`config.mk`:
```
export PLATFORM = sky130hd
export DESIGN_NAME = pipeline_hazard_regs
export DESIGN_NICKNAME = d
export VERILOG_FILES = /design/src/rtl/pipeline_hazard_regs_pkg.sv /design/src/rtl/pipeline_hazard_regs_pipe_reg_en_clr.sv /design/src/rtl/pipeline_hazard_regs.sv
export SDC_FILE = /design/constraint.sdc
export NUM_CORES = 1
export LEC_CHECK = 0
export ABC_AREA = 1
export CAP_MARGIN = 20
export CORE_AREA = 4 4 207 209
export DETAILED_ROUTE_END_ITERATION = 16
export DIE_AREA = 0 0 211 213
export PLACE_DENSITY = 0.7
export REMOVE_ABC_BUFFERS = 1
export SLEW_MARGIN = 30
export SYNTH_ARGS = -nofsm -noshare
export SYNTH_HDL_FRONTEND = slang
export SYNTH_SLANG_ARGS = --single-unit
```
`constraint.sdc`:
```
create_clock -name clk -period 18.4 [get_ports clk]
set_input_delay 2.76 -clock clk [delete_from_list [all_inputs] [get_ports clk]]
set_output_delay 2.76 -clock clk [all_outputs]
set_load 0.01 [all_outputs]
```
`src/rtl/pipeline_hazard_regs_pkg.sv`:
```
// Shared constants and types for the fetch/decode/execute pipeline registers.
package pipeline_hazard_regs_pkg;

   localparam logic [31:0] NOP_INSTR = 32'h0000_0013;

   localparam int unsigned CTRL_REG_WRITE = 0;
   localparam int unsigned CTRL_MEM_WRITE = 1;
   localparam int unsigned CTRL_MEM_READ  = 2;

   localparam int unsigned CTRL_W_DEF = 12;

   // Default-width decoded control bundle; reg_write is bit 0.
   typedef struct packed {
      logic [CTRL_W_DEF-4:0] other;
      logic                  mem_read;
      logic                  mem_write;
      logic                  reg_write;
   } ctrl_bundle_t;

endpackage

```
`src/rtl/pipeline_hazard_regs_pipe_reg_en_clr.sv`:
```
// Generic pipeline register with synchronous clear (highest priority) and load enable.
module pipeline_hazard_regs_pipe_reg_en_clr #(
   parameter int unsigned       WIDTH   = 32,
   parameter logic [WIDTH-1:0]  RST_VAL = '0,
   parameter logic [WIDTH-1:0]  CLR_VAL = '0
) (
   input  logic             clk,
   input  logic             reset,
   input  logic             en,
   input  logic             clr,
   input  logic [WIDTH-1:0] d,
   output logic [WIDTH-1:0] q
);

   logic [WIDTH-1:0] q_q;
   logic [WIDTH-1:0] q_d;

   always_comb begin
      q_d = q_q;
      if (clr) begin
         q_d = CLR_VAL;
      end else if (en) begin
         q_d = d;
      end
   end

   always_ff @(posedge clk or posedge reset) begin
      if (reset) begin
         q_q <= RST_VAL;
      end else begin
         q_q <= q_d;
      end
   end

   assign q = q_q;

endmodule

```
`src/rtl/pipeline_hazard_regs.sv`:
```
// PC, IF/ID and ID/EX registers driven by hazard stall/flush controls, with stall/flush counters.
module pipeline_hazard_regs
   import pipeline_hazard_regs_pkg::*;
#(
   parameter int unsigned      XLEN     = 32,
   parameter int unsigned      CTRL_W   = 12,
   parameter logic [XLEN-1:0]  RESET_PC = '0,
   parameter int unsigned      CNT_W    = 16
) (
   input  logic              clk,
   input  logic              reset,
   input  logic              stallF,
   input  logic              stallD,
   input  logic              FlushD,
   input  logic              FlushE,
   input  logic [XLEN-1:0]   PCNextF,
   input  logic [31:0]       InstrF,
   output logic [XLEN-1:0]   PCF,
   output logic [31:0]       InstrD,
   output logic [XLEN-1:0]   PCD,
   output logic [XLEN-1:0]   PCPlus4D,
   output logic              ValidD,
   input  logic [CTRL_W-1:0] CtrlD,
   input  logic [XLEN-1:0]   RD1D,
   input  logic [XLEN-1:0]   RD2D,
   input  logic [XLEN-1:0]   ImmExtD,
   input  logic [4:0]        Rs1D,
   input  logic [4:0]        Rs2D,
   input  logic [4:0]        RdD,
   output logic [CTRL_W-1:0] CtrlE,
   output logic [XLEN-1:0]   RD1E,
   output logic [XLEN-1:0]   RD2E,
   output logic [XLEN-1:0]   ImmExtE,
   output logic [XLEN-1:0]   PCE,
   output logic [XLEN-1:0]   PCPlus4E,
   output logic [4:0]        Rs1E,
   output logic [4:0]        Rs2E,
   output logic [4:0]        RdE,
   output logic              ValidE,
   output logic              MemReadE,
   output logic [CNT_W-1:0]  stall_cnt,
   output logic [CNT_W-1:0]  flush_cnt
);

   localparam int unsigned IFID_W = 32 + 2 * XLEN + 1;
   localparam int unsigned IDEX_W = CTRL_W + 5 * XLEN + 3 * 5 + 1;

   // A flushed IF/ID slot holds a NOP with zeroed PCs and a cleared valid bit.
   localparam logic [IFID_W-1:0] IFID_BUBBLE = {NOP_INSTR, {(2 * XLEN + 1){1'b0}}};

   logic [XLEN-1:0]   pcf;
   logic [XLEN-1:0]   pc_plus4_f;
   logic [IFID_W-1:0] ifid_d;
   logic [IFID_W-1:0] ifid_q;
   logic [IDEX_W-1:0] idex_d;
   logic [IDEX_W-1:0] idex_q;

   pipeline_hazard_regs_pipe_reg_en_clr #(
      .WIDTH   (XLEN),
      .RST_VAL (RESET_PC),
      .CLR_VAL (RESET_PC)
   ) u_pc_reg (
      .clk   (clk),
      .reset (reset),
      .en    (~stallF),
      .clr   (1'b0),
      .d     (PCNextF),
      .q     (pcf)
   );

   assign pc_plus4_f = pcf + XLEN'(4);
   assign ifid_d     = {InstrF, pcf, pc_plus4_f, 1'b1};

   pipeline_hazard_regs_pipe_reg_en_clr #(
      .WIDTH   (IFID_W),
      .RST_VAL (IFID_BUBBLE),
      .CLR_VAL (IFID_BUBBLE)
   ) u_ifid_reg (
      .clk   (clk),
      .reset (reset),
      .en    (~stallD),
      .clr   (FlushD),
      .d     (ifid_d),
      .q     (ifid_q)
   );

   assign PCF = pcf;
   assign {InstrD, PCD, PCPlus4D, ValidD} = ifid_q;

   // ID/EX never stalls; a flush turns the slot into an all-zero bubble.
   assign idex_d = {CtrlD, RD1D, RD2D, ImmExtD, PCD, PCPlus4D, Rs1D, Rs2D, RdD, ValidD};

   pipeline_hazard_regs_pipe_reg_en_clr #(
      .WIDTH   (IDEX_W),
      .RST_VAL ('0),
      .CLR_VAL ('0)
   ) u_idex_reg (
      .clk   (clk),
      .reset (reset),
      .en    (1'b1),
      .clr   (FlushE),
      .d     (idex_d),
      .q     (idex_q)
   );

   assign {CtrlE, RD1E, RD2E, ImmExtE, PCE, PCPlus4E, Rs1E, Rs2E, RdE, ValidE} = idex_q;
   assign MemReadE = CtrlE[CTRL_MEM_READ];

   logic [CNT_W-1:0] stall_cnt_q;
   logic [CNT_W-1:0] stall_cnt_d;
   logic [CNT_W-1:0] flush_cnt_q;
   logic [CNT_W-1:0] flush_cnt_d;

   // Free-running wrap-around event counters.
   always_comb begin
      stall_cnt_d = stall_cnt_q;
      flush_cnt_d = flush_cnt_q;
      if (stallD) begin
         stall_cnt_d = stall_cnt_q + CNT_W'(1);
      end
      if (FlushD) begin
         flush_cnt_d = flush_cnt_q + CNT_W'(1);
      end
   end

   always_ff @(posedge clk or posedge reset) begin
      if (reset) begin
         stall_cnt_q <= '0;
         flush_cnt_q <= '0;
      end else begin
         stall_cnt_q <= stall_cnt_d;
         flush_cnt_q <= flush_cnt_d;
      end
   end

   assign stall_cnt = stall_cnt_q;
   assign flush_cnt = flush_cnt_q;

endmodule

```
==> run metrics, run 1 <==
Layout Area Growth over Synthesis=54.8%; top metal layer carrying routed signals=met4; detailed-routing wirelength on met1=16,600 um; number of distinct library cell variants in the gate-level netlist after synthesis=34; start-to-end type of the worst setup path=reg2out; Die Y-Extent=213 um; startpoint of the worst hold path=u_ifid_reg.q[93]; IO Port Bufs=about 540; slowest CP cell=clkdlybuf4s50_1; count of maximum capacitance violations=0; floorplan core area=roughly 40,000 sq um; per-cell via count in the routed design=4.46; post-cts repair resize count=0; width of the chip=211 um; master cell of the clock root buffer=clkbuf_16; max-slew violation count=0; Synth Instances=1,327; H-tree levels=2; wire length of the first global-routing pass=~67,000 um; Tightest Pin Transition=0.783 ns; final weighted congestion of routability-driven global placement=about 0.87; status=complete, no violations; setup tns final=0 ns; Min Clock Period, post-route=4.43 ns; commonest non-fill, non-tap cell in the layout=clkdlybuf4s50_1; clock tree from TritonCTS=done; fraction of the mapped netlist area in compound gates=5.84%; capturing element type of the critical path=output pin; Top Family by Delay on Critical Path=buffers and inverters; Final period util=24.1%; sum of routed wire length over all layers=43,900 um; Slew headroom=47.8%; critical-path maximum fanout=7; worst reg2reg startpoint=u_pc_reg.q[3]; maximum clock frequency=0.226 GHz; total number of vias=around 11,000; Die ar.=44,900 sq um; hold violation count in the final report=0; clock-pin slew of the registers on the worst-case setup and hold paths=around 0.06 ns; all-layer global routing usage=18.9%; setup repair after global routing missed its margin=no; timing startpoint of the critical path=u_pc_reg.q[4]; top-area cell type share of the netlist area=65.0%; adder and majority cell fraction of the synthesized area=0.285%; number of synthesized register bits=approximately 350; CP Depth=1; Hold Buf Count CTS=0; most frequent cells in the layout=clkdlybuf4s50_1 (540), dfrtp_1 (342), nor2_1 (294); power share of the clock group=40.1%; Detailed Place HPWL=31,800 um; share of the core filled with cells in the final layout=about half; required time at the worst-slack endpoint=15.64 ns; slack of the critical path=13.97 ns; insertion delay of the later-clocked pin in the worst-skew pair=approximately 0.55 ns; Setup crit start kind=flop; portion of total power attributed to combinational logic=between 10% and 20%; Std-Cell Rows=74; Peak VDD IR=0.0000584 V; number of buffer and inverter stages on the critical path=1; class of the worst hold path=reg2reg; largest family of logic cells by synthesized area=simple AND/OR/NAND/NOR gates; static leakage power=9.69 nW; largest cells by area after synthesis=dfrtp_1 (65%), nor2_1 (8.4%), inv_1 (7.1%), nand2_1 (4.1%), nand3_1 (1.9%); fraction of layout cells with a size suffix above 1=6.08%; Pwr Density=96.9 nW/um^2; GRT overflow=0; setup violators final=0; final hold slack=0.498 ns; clock tree sinks=roughly 350; Min-Delay Endpoint=u_ifid_reg.q[93]; pin count of the biggest net entering global routing=roughly 180; number of ports placed on the die boundary=543; instance count along the most critical hold path=1; synthesized-area fraction occupied by and/or/nand/nor cells=16.7%; net switching power of the design=a little over 500 uW; Synth Area in XOR/XNOR=1.46%; average size of a mapped cell=9.92 sq um; Iteration-0 DRC Markers=630; total power=1.97 mW; reg-to-reg setup timing slack=16.77 ns; Data arrival, critical path=between 1.5 and 2 ns; yosys synthesis warning count=0; via count of the first global-routing pass=11,460; iteration count of the initial detailed-routing pass=5; effective utilization at floorplan=32.2%; number of buffers created by CTS=39; number of fill cells in the layout=3,686; portion of the post-synthesis area used by sequential elements=between 60% and 70%; internal power=1.46 mW; met2 wirelength from detailed routing=22,200 um; crit-path cells=clkdlybuf4s50_1; number of buffers on the longest clock path=3; met3 layer wire length in the routed design=3780 um; biggest cell delay along the critical path=0.62 ns; final routed DRC violation total=0; worst slack at placement=13.40 ns; number of buffers inserted to repair setup after CTS=0; power share of the sequential group=between 40 and 50%; total number of nets in the final design=2,059; post-synth top area cell=dfrtp_1; capture point of the worst reg-to-reg path=u_ifid_reg.q[23]; average routed wire per standard cell=roughly 18 um; switching power share of the total=26.2%; antenna violations before repair=1; number of nets with antenna violations after detailed routing=0; multiplexer share of the synthesized area=less than 1%; logic depth of the worst register-to-register path=8; clock skew=roughly 0.013 ns; Post-Synthesis Cell Area=13,200 sq um
## logic make-up after synthesis
kind of cell / after synthesis
AO/OA/AOI/OAI: 117
XOR/XNOR: 22
adder cells (fa/ha/maj): 3
buffers and inverters: 309
flip-flops: 345
multiplexers: 6
AND/OR/NAND/NOR: 525
## worst max path at each step
stage	endpoint	slack (ns)
floorplan	flush_cnt[0]	6.08
global placement	u_ifid_reg.q[17]	13.48
detailed placement	u_ifid_reg.q[17]	13.40
CTS	PCF[10]	13.91
global route	u_ifid_reg.q[15]	13.86
finish	PCF[4]	13.97
## layout make-up
cell class / count / area (sq um) / share of cell area, %
repair buffers: 551 / 5530 / 27.1
clock buffers: 55 / 1180 / 5.79
flip-flops and latches: 345 / 8640 / 42.4
clock inverters: 15 / 135 / 0.663
multi-input cells: 673 / 3270 / 16.0
diodes: 1 / 2.50 / 0.0123
inverters: 253 / 958 / 4.70
well taps: 532 / 666 / 3.27
## worst register-to-register path, delay by kind of cell, from the launching register on
kind,cells,cell delay (ns)
and+or+nand+nor,7,0.81
adders and majority gates,1,0.25
DFF,1,0.46
## state kept, by name (all words and copies together), names as in the netlist
signal,flops
u_pc_reg.q,32
flush_cnt,16
u_ifid_reg.q,95
u_idex_reg.q,186
stall_cnt,16
## Yosys cell counts, drive strengths merged
cell type	instances
inv	253
o22a	3
nor2	311
a41oi	1
o221ai	3
nand3	52
nand2	149
ha	3
nand4	7
xnor2	9
a22o	29
o32ai	1
mux2	6
o22ai	31
and2	3
clkbuf	10
buf	46
nor3	3
a21oi	29
xor2	13
o21ai	18
dfstp	3
dfrtp	342
o211ai	2
## power groups by stage
stage / registers (mW) / clock network (mW) / logic [mW]
6_report: 0.859 / 0.791 / 0.324
5_1_grt: 0.867 / 0.843 / 0.352
4_1_cts: 0.860 / 0.816 / 0.330
3_5_place_dp: 0.872 / 0 / 0.328
3_3_place_gp: 0.870 / 0 / 0.324
2_1_floorplan: 0.891 / 0 / 0.0926
## stage by stage
step	area, sq um	std cells
after global placement	19000	2353
after floorplan	12900	1271
final	20400	2425
after CTS	20300	2423
after detailed placement	19000	2353
after global routing	20400	2425
## layer usage
| layer | up-vias | GRT usage (%) |
|---|---|---|
| li1 | 5082 | - |
| met1 | 5264 | 21.9 |
| met2 | 402 | 33.1 |
| met3 | 79 | 6.69 |
| met4 | 0 | 6.15 |
| met5 | - | 0 |
Note: power is estimated with default switching activity, not from simulation.
==> inputs of run 2 (changes only) <==
--- a/config.mk
+++ b/config.mk
@@ -7,10 +7,10 @@
 export LEC_CHECK = 0
 export ABC_AREA = 1
 export CAP_MARGIN = 20
-export CORE_AREA = 4 4 207 209
+export CORE_AREA = 4 4 206 208
 export DETAILED_ROUTE_END_ITERATION = 16
-export DIE_AREA = 0 0 211 213
-export PLACE_DENSITY = 0.7
+export DIE_AREA = 0 0 210 212
+export PLACE_DENSITY = 0.73
 export REMOVE_ABC_BUFFERS = 1
 export SLEW_MARGIN = 30
 export SYNTH_ARGS = -nofsm -noshare
==> constraint.sdc (replaced) <==
create_clock -name clk -period 3.69 [get_ports clk]
set_input_delay 0.5535 -clock clk [delete_from_list [all_inputs] [get_ports clk]]
set_output_delay 0.5535 -clock clk [all_outputs]
set_load 0.01 [all_outputs]
==> run 2 against run 1 <==
Final cell count increased by 0.12%. Via count about the same. Sequential share of layout area decreased by 0.25 points. Power increased to 5.1 times the previous value. Highest routed layer unchanged. Die area decreased by 0.94%. Non-clock buffer count increased by 3. Largest cell class unchanged. Clock power increased to 5.3 times the previous value.
==> run metrics, run 2 (synthesized netlist as in run 1, its figures left out) <==
clock skew=around 0.011 ns; required time at the worst-slack endpoint=around 3.1 ns; slack of the critical path=1.43 ns; total number of nets in the final design=between 2,000 and 2,500; antenna violations before repair=1; most frequent cells in the layout=clkdlybuf4s50_1 (540), dfrtp_1 (342), nor2_1 (294); critical-path maximum fanout=5; pin count of the biggest net entering global routing=99; average routed wire per standard cell=18.3 um; Final period util=61.2%; floorplan core area=40,600 sq um; met3 Resource Use GR=5.81%; total number of vias=between 10,000 and 15,000; number of nets with antenna violations after detailed routing=0; Setup crit start kind=flop; per-cell via count in the routed design=4.46; standard cell area after detailed placement=19,100 sq um; number of buffers on the longest clock path=3; crit-path cells=clkdlybuf4s50_1; Detailed Place HPWL=32,200 um; insertion delay of the later-clocked pin in the worst-skew pair=0.54 ns; maximum clock frequency=0.443 GHz; fraction of layout cells with a size suffix above 1=6.23%; Top Family by Delay on Critical Path=buffers and inverters; master cell of the clock root buffer=clkbuf_16; final routed DRC violation total=0; number of ports placed on the die boundary=543; GRT overflow=0; post-cts repair resize count=0; clock-pin slew of the registers on the worst-case setup and hold paths=~0.06 ns; status=complete, no violations; static leakage power=9.74 nW; iteration count of the initial detailed-routing pass=5; setup violators final=0; max reg flops=about 190; wire length of the first global-routing pass=68,100 um; H-tree levels=2; GR peak layer=met2; area of the multi-input gates=3270 sq um; start-to-end type of the worst setup path=reg2out; number of buffer and inverter stages on the critical path=1; clock tree sinks=345; setup repair after global routing missed its margin=no; storage element area=8640 sq um; Data arrival, critical path=1.70 ns; width of the chip=210 um; slowest CP cell=clkdlybuf4s50_1; clock tree from TritonCTS=done; number of instances in the placed design=roughly 2,400; Iteration-0 DRC Markers=574; Tightest Pin Transition=a little over 0.8 ns; all-layer global routing usage=19.6%; Non-Filler Instances=2,428; met1 routing resource usage after global routing=a little under a quarter; final hold slack=0.415 ns; Layout Area Growth over Synthesis=55.7%; commonest non-fill, non-tap cell in the layout=clkdlybuf4s50_1; number of fill cells in the layout=around 3,600; IO Port Bufs=around 540; hold violation count in the final report=0; Hold Buf Count CTS=0; effective utilization at floorplan=approximately a third; Pwr Density=492 nW/um^2; final instance area=a little over 20,000 sq um; biggest cell delay along the critical path=between 0.6 and 0.7 ns; sum of routed wire length over all layers=44,500 um; Slew headroom=44.6%; Peak VDD IR=0.000305 V; Min Clock Period, post-route=2.26 ns; count of maximum capacitance violations=0; class of the worst hold path=in2reg; Die ar.=44,500 sq um; number of buffers created by CTS=39; reg-to-reg setup timing slack=~2.0 ns; capturing element type of the critical path=output pin; M2 GR Usage=34.4%; Std-Cell Rows=74; max-slew violation count=0; Die Y-Extent=roughly 210 um; final weighted congestion of routability-driven global placement=0.911; via count of the first global-routing pass=11,494; worst slack at placement=1.10 ns; number of buffers inserted to repair setup after CTS=0
[run 2: changes by cell type in the layout (fill, tap and decap cells not counted), sizes merged]
cell      change
inv           +1
clkinvlp      +2
bufinv        +4
buf           +3
clkbuf        -4
clkinv        -3
[run 2: metal layers]
metal	share of wire, %	routed length (um)
met5	0	0
met4	3.0	1350
met3	8.0	3570
met2	51	22500
met1	38	17100
[run 2: stage by stage]
step / utilization [%] / TNS (ns) / power [mW]
4_1_cts: 50.5 / 0 / 10.3
3_5_place_dp: 47.1 / 0 / 6.00
2_1_floorplan: - / -2207.89 / 4.91
5_1_grt: 50.5 / 0 / 10.5
6_report: 50.5 / 0 / 10.1
3_3_place_gp: 47.1 / 0 / 5.96
[run 2: final timing paths]
kind / startpoint / to / depth (start not counted)
setup reg to reg: u_pc_reg.q[10] / u_ifid_reg.q[23] / 7
min in group asynchronous: reset / stall_cnt[8] / 2
setup / recovery: u_pc_reg.q[10] / PCF[10] / 1
max in group asynchronous: reset / u_idex_reg.q[144] / 3
hold reg to reg: u_ifid_reg.q[75] / u_ifid_reg.q[75] / 1
hold / removal: FlushE / u_idex_reg.q[47] / 2
[run 2: worst reg2reg max path, cell delays in order, from the launching register on]
cell     delay, ns
dfrtp_1       0.50
nand2_1       0.21
nor2_1        0.31
nand2_1       0.17
nor2_4        0.16
nand2_1       0.06
nand2_1       0.06
nand3_1       0.07
[run 2: power by group]
part / internal [mW] / total, mW / switching [mW]
clock: 2.58 / 4.18 / 1.60
combinational: 0.843 / 1.63 / 0.785
sequential: 4.06 / 4.28 / 0.225
[run 2: layout make-up]
class / count / share of cell area, %
antenna: 1 / 0.0122
clock buffer: 51 / 5.48
clock inverter: 19 / 1.29
inverter: 253 / 4.68
multi-input combinational: 673 / 15.9
sequential: 345 / 42.2
tap: 532 / 3.25
timing repair buffer: 554 / 27.2
